### src/rtl/fpam_pkg.sv
// -----------------------------------------------------------------------------
// fpam_pkg
// Shared definitions for the fixed-point pair accumulator and the
// normalization stage that consumes its results.
//   FRAC_W       : width of the unsigned fraction format (window sums)
//   CNT_W        : width of the per-window sample count
//   fpam_state_e : accumulator control states
// -----------------------------------------------------------------------------
package fpam_pkg;

   localparam int FRAC_W = 64;
   localparam int CNT_W  = 16;

   typedef enum logic [0:0] {
      ACCUM = 1'b0,   // accepting samples into the running window
      FULL  = 1'b1    // closed window parked in the accumulators, output busy
   } fpam_state_e;

endpackage

### src/rtl/sat_add64.sv
// -----------------------------------------------------------------------------
// sat_add64
// Adds one zero-extended IN_W-bit sample to a 64-bit running sum.
// Optional macro: SATURATE_EN -- clamp at 2^64-1 and report the overflow;
// without it the sum wraps modulo 2^64.
// Ports:
//   acc_i    : current running sum
//   sample_i : unsigned sample, zero-extended before the add
//   sum_o    : acc_i + sample_i (clamped or wrapped)
//   ovf_o    : (SATURATE_EN only) the true sum exceeded 2^64-1
// -----------------------------------------------------------------------------
module sat_add64
   import fpam_pkg::*;
#(
   parameter int IN_W = 32
) (
   input  logic [FRAC_W-1:0] acc_i,
   input  logic [IN_W-1:0]   sample_i,
   output logic [FRAC_W-1:0] sum_o
`ifdef SATURATE_EN
   ,
   output logic              ovf_o
`endif
);

`ifdef SATURATE_EN
   // One extra bit catches the carry out of the 64-bit add.
   logic [FRAC_W:0] wide_sum;

   always_comb begin
      wide_sum = {1'b0, acc_i} + (FRAC_W+1)'(sample_i);
      ovf_o    = wide_sum[FRAC_W];
      sum_o    = wide_sum[FRAC_W] ? '1 : wide_sum[FRAC_W-1:0];
   end
`else
   assign sum_o = acc_i + FRAC_W'(sample_i);
`endif

endmodule

### src/rtl/fixed_pair_accumulator.sv
// -----------------------------------------------------------------------------
// fixed_pair_accumulator
// Sums unsigned fixed-point samples on two channels (A, B) over windows of
// ACC_LEN samples (or fewer, when closed early by flush) and presents each
// window's pair of 64-bit sums plus its sample count through a valid/ready
// output slot. When a window closes while the slot is still occupied, the
// closed sums are parked in the accumulators (state FULL) and input stalls.
// Optional macro: SATURATE_EN -- sums clamp at 2^64-1 and a sticky per-window
// overflow flag is presented on out_ovf.
// Ports:
//   clk, rst             : clock, synchronous active-high reset
//   in_valid / in_ready  : sample handshake (in_ready is registered)
//   in_a, in_b           : unsigned samples, channels A and B
//   flush                : close the current non-empty window early
//   out_valid / out_ready: result handshake
//   out_a, out_b         : window sums (64-bit unsigned fraction)
//   out_cnt              : samples summed into the presented result
//   out_ovf              : (SATURATE_EN only) a sum saturated in this window
// -----------------------------------------------------------------------------
module fixed_pair_accumulator
   import fpam_pkg::*;
#(
   parameter int IN_W    = 32,
   parameter int ACC_LEN = 16
) (
   input  logic              clk,
   input  logic              rst,
   input  logic              in_valid,
   output logic              in_ready,
   input  logic [IN_W-1:0]   in_a,
   input  logic [IN_W-1:0]   in_b,
   input  logic              flush,
   output logic              out_valid,
   input  logic              out_ready,
   output logic [FRAC_W-1:0] out_a,
   output logic [FRAC_W-1:0] out_b,
   output logic [CNT_W-1:0]  out_cnt
`ifdef SATURATE_EN
   ,
   output logic              out_ovf
`endif
);

   localparam logic [CNT_W-1:0] ACC_LEN_C = CNT_W'(ACC_LEN);

   fpam_state_e       state_q, state_d;
   logic              in_ready_q, in_ready_d;
   logic [FRAC_W-1:0] acc_a_q, acc_a_d;
   logic [FRAC_W-1:0] acc_b_q, acc_b_d;
   logic [CNT_W-1:0]  cnt_q, cnt_d;
   logic              out_valid_q, out_valid_d;
   logic [FRAC_W-1:0] out_a_q, out_a_d;
   logic [FRAC_W-1:0] out_b_q, out_b_d;
   logic [CNT_W-1:0]  out_cnt_q, out_cnt_d;
`ifdef SATURATE_EN
   logic              ovf_q, ovf_d;
   logic              out_ovf_q, out_ovf_d;
   logic              ovf_a, ovf_b;
   logic              win_ovf;
`endif

   logic              accept;
   logic              out_xfer;
   logic              slot_free;
   logic              close;
   logic [FRAC_W-1:0] sum_a, sum_b;
   logic [FRAC_W-1:0] win_a, win_b;
   logic [CNT_W-1:0]  win_cnt;

   // ---------------------------------------------------------------- adders
   sat_add64 #(.IN_W(IN_W)) u_add_a (
      .acc_i    (acc_a_q),
      .sample_i (in_a),
      .sum_o    (sum_a)
`ifdef SATURATE_EN
      ,
      .ovf_o    (ovf_a)
`endif
   );

   sat_add64 #(.IN_W(IN_W)) u_add_b (
      .acc_i    (acc_b_q),
      .sample_i (in_b),
      .sum_o    (sum_b)
`ifdef SATURATE_EN
      ,
      .ovf_o    (ovf_b)
`endif
   );

   // in_ready_q is low in FULL, so no sample is taken there.
   assign accept    = in_valid && in_ready_q;
   assign out_xfer  = out_valid_q && out_ready;
   assign slot_free = !out_valid_q || out_ready;

   // Window contents including any sample accepted this cycle.
   assign win_a   = accept ? sum_a : acc_a_q;
   assign win_b   = accept ? sum_b : acc_b_q;
   assign win_cnt = cnt_q + CNT_W'(accept);
`ifdef SATURATE_EN
   assign win_ovf = ovf_q || (accept && (ovf_a || ovf_b));
`endif

   // ------------------------------------------------------ next-state logic
   always_comb begin
      // NOTE: every _d takes its hold value first, so no branch below can
      // leave a signal unassigned and infer a latch.
      state_d     = state_q;
      acc_a_d     = acc_a_q;
      acc_b_d     = acc_b_q;
      cnt_d       = cnt_q;
      out_valid_d = out_valid_q;
      out_a_d     = out_a_q;
      out_b_d     = out_b_q;
      out_cnt_d   = out_cnt_q;
`ifdef SATURATE_EN
      ovf_d       = ovf_q;
      out_ovf_d   = out_ovf_q;
`endif
      close       = 1'b0;

      // A consumed result empties the slot unless a load below refills it.
      if (out_xfer) begin
         out_valid_d = 1'b0;
      end

      case (state_q)
         ACCUM: begin
            // flush on an empty window with no sample this cycle is a no-op.
            close = (accept && (win_cnt == ACC_LEN_C)) ||
                    (flush && (win_cnt != '0));
            if (close && slot_free) begin
               out_valid_d = 1'b1;
               out_a_d     = win_a;
               out_b_d     = win_b;
               out_cnt_d   = win_cnt;
               acc_a_d     = '0;
               acc_b_d     = '0;
               cnt_d       = '0;
`ifdef SATURATE_EN
               out_ovf_d   = win_ovf;
               ovf_d       = 1'b0;
`endif
            end else begin
               // Either still filling, or closed behind a busy slot: in both
               // cases the accumulators keep the window.
               acc_a_d = win_a;
               acc_b_d = win_b;
               cnt_d   = win_cnt;
`ifdef SATURATE_EN
               ovf_d   = win_ovf;
`endif
               if (close) begin
                  state_d = FULL;
               end
            end
         end

         FULL: begin
            // The parked window moves out the same cycle the slot drains, so
            // out_valid stays high across the hand-over.
            if (out_xfer) begin
               out_valid_d = 1'b1;
               out_a_d     = acc_a_q;
               out_b_d     = acc_b_q;
               out_cnt_d   = cnt_q;
               acc_a_d     = '0;
               acc_b_d     = '0;
               cnt_d       = '0;
`ifdef SATURATE_EN
               out_ovf_d   = ovf_q;
               ovf_d       = 1'b0;
`endif
               state_d     = ACCUM;
            end
         end
      endcase

      // Registered ready: it reflects the state being entered.
      in_ready_d = (state_d == ACCUM);
   end

   // ------------------------------------------------------------- registers
   always_ff @(posedge clk) begin
      // NOTE: non-blocking assignments so every flop samples the values from
      // before this edge, independent of statement order.
      if (rst) begin
         // NOTE: the data registers are reset too, because a reset must
         // discard partial and parked sums and present zeros, not stale data.
         state_q     <= ACCUM;
         in_ready_q  <= 1'b1;
         acc_a_q     <= '0;
         acc_b_q     <= '0;
         cnt_q       <= '0;
         out_valid_q <= 1'b0;
         out_a_q     <= '0;
         out_b_q     <= '0;
         out_cnt_q   <= '0;
`ifdef SATURATE_EN
         ovf_q       <= 1'b0;
         out_ovf_q   <= 1'b0;
`endif
      end else begin
         state_q     <= state_d;
         in_ready_q  <= in_ready_d;
         acc_a_q     <= acc_a_d;
         acc_b_q     <= acc_b_d;
         cnt_q       <= cnt_d;
         out_valid_q <= out_valid_d;
         out_a_q     <= out_a_d;
         out_b_q     <= out_b_d;
         out_cnt_q   <= out_cnt_d;
`ifdef SATURATE_EN
         ovf_q       <= ovf_d;
         out_ovf_q   <= out_ovf_d;
`endif
      end
   end

   assign in_ready  = in_ready_q;
   assign out_valid = out_valid_q;
   assign out_a     = out_a_q;
   assign out_b     = out_b_q;
   assign out_cnt   = out_cnt_q;
`ifdef SATURATE_EN
   assign out_ovf   = out_ovf_q;
`endif

endmodule

### config.mk
export PLATFORM = sky130hd
export DESIGN_NAME = fixed_pair_accumulator
export DESIGN_NICKNAME = d
export VERILOG_FILES = /design/src/rtl/fpam_pkg.sv /design/src/rtl/sat_add64.sv /design/src/rtl/fixed_pair_accumulator.sv
export SDC_FILE = /design/constraint.sdc
export NUM_CORES = 1
export LEC_CHECK = 0
export CORE_MARGIN = 8
export CORE_UTILIZATION = 40
export CTS_BUF_LIST = sky130_fd_sc_hd__clkbuf_8
export DETAILED_ROUTE_END_ITERATION = 10
export HOLD_SLACK_MARGIN = 0.06
export PLACE_DENSITY = 0.69
export SKIP_CTS_REPAIR_TIMING = 1
export SLEW_MARGIN = 10
export SYNTH_ARGS = -nofsm -noshare
export SYNTH_HDL_FRONTEND = slang
export SYNTH_SLANG_ARGS = --single-unit
### constraint.sdc
create_clock -name clk -period 6.83 [get_ports clk]
set_input_delay 1.366 -clock clk [delete_from_list [all_inputs] [get_ports clk]]
set_output_delay 1.366 -clock clk [all_outputs]
set_load 0.02 [all_outputs]
### Yosys cells after proc, flatten, opt, wreduce, memory -nomap -nowiden

Index checks and enable logic that the tools add are counted.

* memory bits (writable): 0
* output and inout port bits: 146
* bits of input ports: 69
* memories: 0
* latch bits: 0
* ROM bits: 0
* register bits: 291
* word-level logic and storage cells: 54

* mux-type cells: 27
* divide/modulo/power cells: 0
* equality and inequality tests: 3
* bitwise logic cells: 2
* $lt $le $gt $ge: 0
* $mul: 0
* $add $sub $neg: 3
* reductions and logical operators: 10
* shift-type cells: 0

Operator list (number)
* $mux 64: 9
* $pmux 64 s2: 4
* $add 64x32->64: 2
* $mux 16: 4
* $pmux 16 s2: 2
* $add 16x1->16: 1
* $eq 16x5->1 const B: 1
* $reduce_bool 16->1: 1
* $mux 1: 6
* $logic_and 1x1->1: 5
* $pmux 1 s2: 2
* $logic_or 1x1->1: 2
* $ne 2x1->1 const B: 1
* $ne 2x2->1 const B: 1
* $not 1->1: 2
* $reduce_and 2->1: 1
* $logic_not 1->1: 1

### Depth between registers and ports, before layout

* depth after elaboration: 9
* depth in mapped cells: 20
* mapped depth without buffers: 13

### Cells and area by module

From an unflattened synthesis, not the netlist that was laid out.

* cells, all modules: 1829
* area total of the unflattened synthesis: 16641.0 µm²

Modules (own cells, without submodules)
* fixed_pair_accumulator: area each 11537.3 µm², sequential area each 5825.6 µm², times used 1, cells each 1080
* sat_add64 at u_add_a: area each 2571.2 µm², sequential area each 0.0 µm², times used 1, cells each 383
* sat_add64 at u_add_b: area each 2532.4 µm², sequential area each 0.0 µm², times used 1, cells each 366

### Least setup slack after synthesis

OpenSTA, ideal clock, no wires.

* kind: input to register
* start point: in in_valid
* end point: reg acc_b_q[30]
* library setup time: 0.117 ns
* arrival: 5.484 ns
* stages: 19
* required time: 6.713 ns
* path slack: 1.229 ns
* path through: nand2_1 inv_2 buf_1 clkbuf_1 ha_1 ha_1 nand4_1 nor4_1 xor2_1 or4_1 buf_2 o31a_1 buf_6 o21ai_4 o21ai_4 and2_4 buf_6 buf_6 a32o_1

* longest elaborated chain between the ends: 8

RTL lines
* from (decl): RTL line fixed_pair_accumulator.sv:28 `input logic in_valid,`
* $logic_and 1x1->1 *: RTL line fixed_pair_accumulator.sv:92 `assign accept = in_valid && in_ready_q;`
* $add 16x1->16: RTL line fixed_pair_accumulator.sv:99 `assign win_cnt = cnt_q + CNT_W'(accept);`
* $eq 16x5->1 / $reduce_bool 16->1 (equally long branches): RTL line fixed_pair_accumulator.sv:130, fixed_pair_accumulator.sv:131
* $logic_and 1x1->1 (on tied branches): RTL line fixed_pair_accumulator.sv:130, fixed_pair_accumulator.sv:131
* $logic_or 1x1->1: RTL line fixed_pair_accumulator.sv:130 `close = (accept && (win_cnt == ACC_LEN_C)) ||`
* $logic_and 1x1->1: RTL line fixed_pair_accumulator.sv:132 `if (close && slot_free) begin`
* $mux 64 *: RTL line fixed_pair_accumulator.sv:132
* $pmux 64 s2 *: RTL line fixed_pair_accumulator.sv:127 `case (state_q)`
* to (signal assigned): RTL line fixed_pair_accumulator.sv:193 `acc_b_q <= '0;`
* to (signal assigned): RTL line fixed_pair_accumulator.sv:207 `acc_b_q <= acc_b_d;`
* to (decl): RTL line fixed_pair_accumulator.sv:49 `logic [FRAC_W-1:0] acc_b_q, acc_b_d;`

Mark *: on every way between the ends. The rest lies on a longest branch, timed or not.
A chain may end at the register's enable or synchronous reset.

### Worst setup path in the final report

* start point: in in_valid
* end point: reg acc_b_q[55]

The elaborated chain is that of the path after synthesis.

==> results.md <==
- Status: finished clean
- Die height: 224 um
- CTS Buf Count: 53
- Routed Antenna Nets: 0
- FILL cells: 4197
- Crit path DAT: 5940 ps
- Hold Crit Class: reg2reg
- Drt total wl: 59000 um
- Die Wd: 224 um
- Critical path capture point type: flip-flop
- Period utilization: 0.797
- RSZ-0062 raised after global routing: false
- Avg Vias per Cell: 6.00
- Detailed placement HPWL: 41400 um
- Peak supply drop: 0.220 mV
- Initial antenna violation count: 4
- Clock Skews: 31.4 ps
- Sequential-to-total area share from yosys stat: 0.338
- Cell count after synthesis: 2172
- R2R Path Start: in_ready
- Met2 usage: 0.361
- Clock Latency Late Sink: 640 ps
- Leak: 7.59 nW
- Syn_area_per_cell: 7.93 um^2
- Met1 Use GR: 0.303
- Overflow after GRT: 0
- Worst-Margin Slew: 1250 ps
- Drt first-iter violations: 1491
- Port Buffers: 214
- Hold Crit Depth: 2
- Area post-placement: 19700 um^2
- PD cells: 403 nW/um^2
- Cell at the slowest stage of the critical path: o21ai_4
- Core ar.: 42800 um^2
- Fmax: 184 MHz
- Async set or reset register ratio after synthesis: 0
- CTS tree: yes
- Max_cap viols: 0
- Distinct cells, synth: 82
- Syn. warnings: 0
- Hold Crit Start: out_b[6]
- GP Congestion: 0.945
- Pin count of the biggest net entering global routing: 93
- Startpoint Class: input pin
- # rows: 76
- Synth Cell Area: 17200 um^2
- Global-route wire length before repair: 92900 um
- Htree depth: 2
- Clock buffer depth: 3
- Clock transition at the registers of the reported paths: 60 ps
- Crit path cell chain: clkdlybuf4s50_1 -> nand2_2 -> inv_2 -> ha_1 -> ha_1 -> nand4_1 -> nor4_1 -> xor2_1 -> or4_1 -> o31a_1 -> o21ai_4 -> nand2_1 -> o311ai_0 -> o31ai_1
- CP Data Required Time: 7320 ps
- Final hold violation count: 0
- Setup CP Type: in2reg
- Final Instance Area: 20800 um^2
- Crit path max fanout: 31
- Met3 Use GR: 0.0398
- Final Max Tran Viols: 0
- Post-synth EDFFs: 0
- Syn_nets: 2309
- Initial Util: 0.403
- Syn-to-layout area delta: 21.0%
- Cell mode on critical path: ha_1
- Residual DRC count: 0
- GRT Overall Usage: 0.227
- Vias in the first global route: 16600
- Final setup fails: 0
- Headroom to the max-slew limit: 0.164
- Final Critical Period: 5440 ps
- # nets final: 2443
- Die ar.: 50000 um^2
- Register area: 5830 um^2
- Crit-path max cell delay: 790 ps
- Routed via count: 17400
- Drt first pass iters: 6
- Fin Setup TNS: 0 ps
- Critical Path Start: in_valid
- Worst r2r path cells: 13
- Synth Flop Type: dfxtp_1
- Multi-input logic area: 10700 um^2
- Sink Count: 291
- Boundary Pins: 215
- Routed wire per std cell: 20.4 um
- GR peak layer: met2
- Clk Tree Root Cell: clkbuf_8
- Register bit count reported by yosys: 291
- Share of layout cells above drive strength 1: 0.0656
## cell usage after synthesis (all sizes together), types with 8 or more instances
cell     instances  area share
nor3            39       0.012
a32oi            9      0.0046
and3            21      0.0076
a211oi          82       0.036
nand3           80       0.023
o21a            11      0.0048
and2            11      0.0041
nand4           33       0.012
a21oi          145       0.042
o211ai          30       0.013
nand2          212       0.046
a22oi           25       0.011
ha              66       0.048
o21ai          120       0.037
o2bb2ai         15      0.0076
or4             19      0.0083
or2              8      0.0029
nor2           251       0.055
buf             42       0.014
o31ai           37       0.016
a31oi           41       0.015
xor2            35       0.018
o21bai          11      0.0048
and4             8      0.0042
inv             29      0.0063
a21o            47       0.020
or3             28       0.010
o31a             9      0.0046
a41oi           10      0.0051
dfxtp          291        0.34
clkbuf         120       0.026
nor4            19      0.0078
mux2i            9      0.0052
a22o            40       0.020
xnor2           76       0.039
nand2b          21      0.0076
o311ai           9      0.0046
a311oi          31       0.016
nor2b           11      0.0040
## cells by family (layout without fill, tap and decap cells)
kind of cell    after synthesis  count (layout)  synth area share
simple gates                772             772             0.211
compound gates              729             729             0.293
mux                           9               9           0.00523
fa+ha+maj                    68              68            0.0502
buf+inv                     192             367            0.0468
flops                       291             291             0.338
xor+xnor                    111             111            0.0564
other cells                   0               4                 0
## worst max-delay path, delay by kind of cell
family / cells / cell delay (ps)
xor gates and xnor gates: 1 / 110
AOI/OAI and AO/OA: 4 / 1660
adders and majority gates: 2 / 550
buffers and inverters: 2 / 530
and+or+nand+nor: 5 / 1700
## power by group
part	switching, mW	internal, mW
Combinational	2.44	1.60
Sequential	0.360	2.17
Clock	0.793	1.05
## cells in the final DEF (no fill, tap or decap), drive strengths merged, types with 31 or more instances in the layout
cell / n
xnor2: 76
xor2: 35
a31oi: 41
inv: 42
a21oi: 145
nor2: 251
nand4: 33
a21o: 47
o21ai: 120
nand3: 80
nor3: 39
o31ai: 37
ha: 66
a22o: 40
nand2: 212
a211oi: 82
a311oi: 31
dfxtp: 291
clkdlybuf4s50: 213
clkbuf: 68
## sequential cells by signal, indices dropped and copies added, names as in the netlist
signal     flops
acc_a_q       64
acc_b_q       64
cnt_q         16
in_ready       1
out_a         64
out_b         64
out_cnt       16
out_valid      1
state_q        1
## routing by layer
| metal | vias up | share of wire |
|---|---|---|
| met1 | 8304 | 0.45 |
| met4 | 0 | 0.027 |
| met5 | - | 0 |
| li1 | 8384 | - |
| met2 | 607 | 0.46 |
| met3 | 101 | 0.064 |
## worst paths after layout
check             slack (ps)          end
hold / removal           450     out_b[6]
hold reg to reg          450     out_b[6]
setup / recovery        1390  acc_b_q[55]
setup reg to reg        2250  acc_b_q[55]
## metrics by stage
stage	util	worst slack, ps	std cells	hold WS, ps	power [mW]
6_report	0.487	1390	2897	449	8.41
3_5_place_dp	0.459	828	2797	443	6.57
2_1_floorplan	-	1230	2172	449	5.06
4_1_cts	0.487	1500	2893	451	8.44
5_1_grt	0.487	1070	2897	468	8.94
3_3_place_gp	0.459	917	2797	441	6.49
## cell type report
cell class	count	area share
clock buffer	68	0.0449
multi-input combinational	1689	0.511
timing repair buffer	241	0.114
inverter	30	0.00540
antenna	4	0.000480
clock inverter	28	0.0113
tap	546	0.0328
sequential	291	0.280
Note: power is estimated with default switching activity, not from simulation.
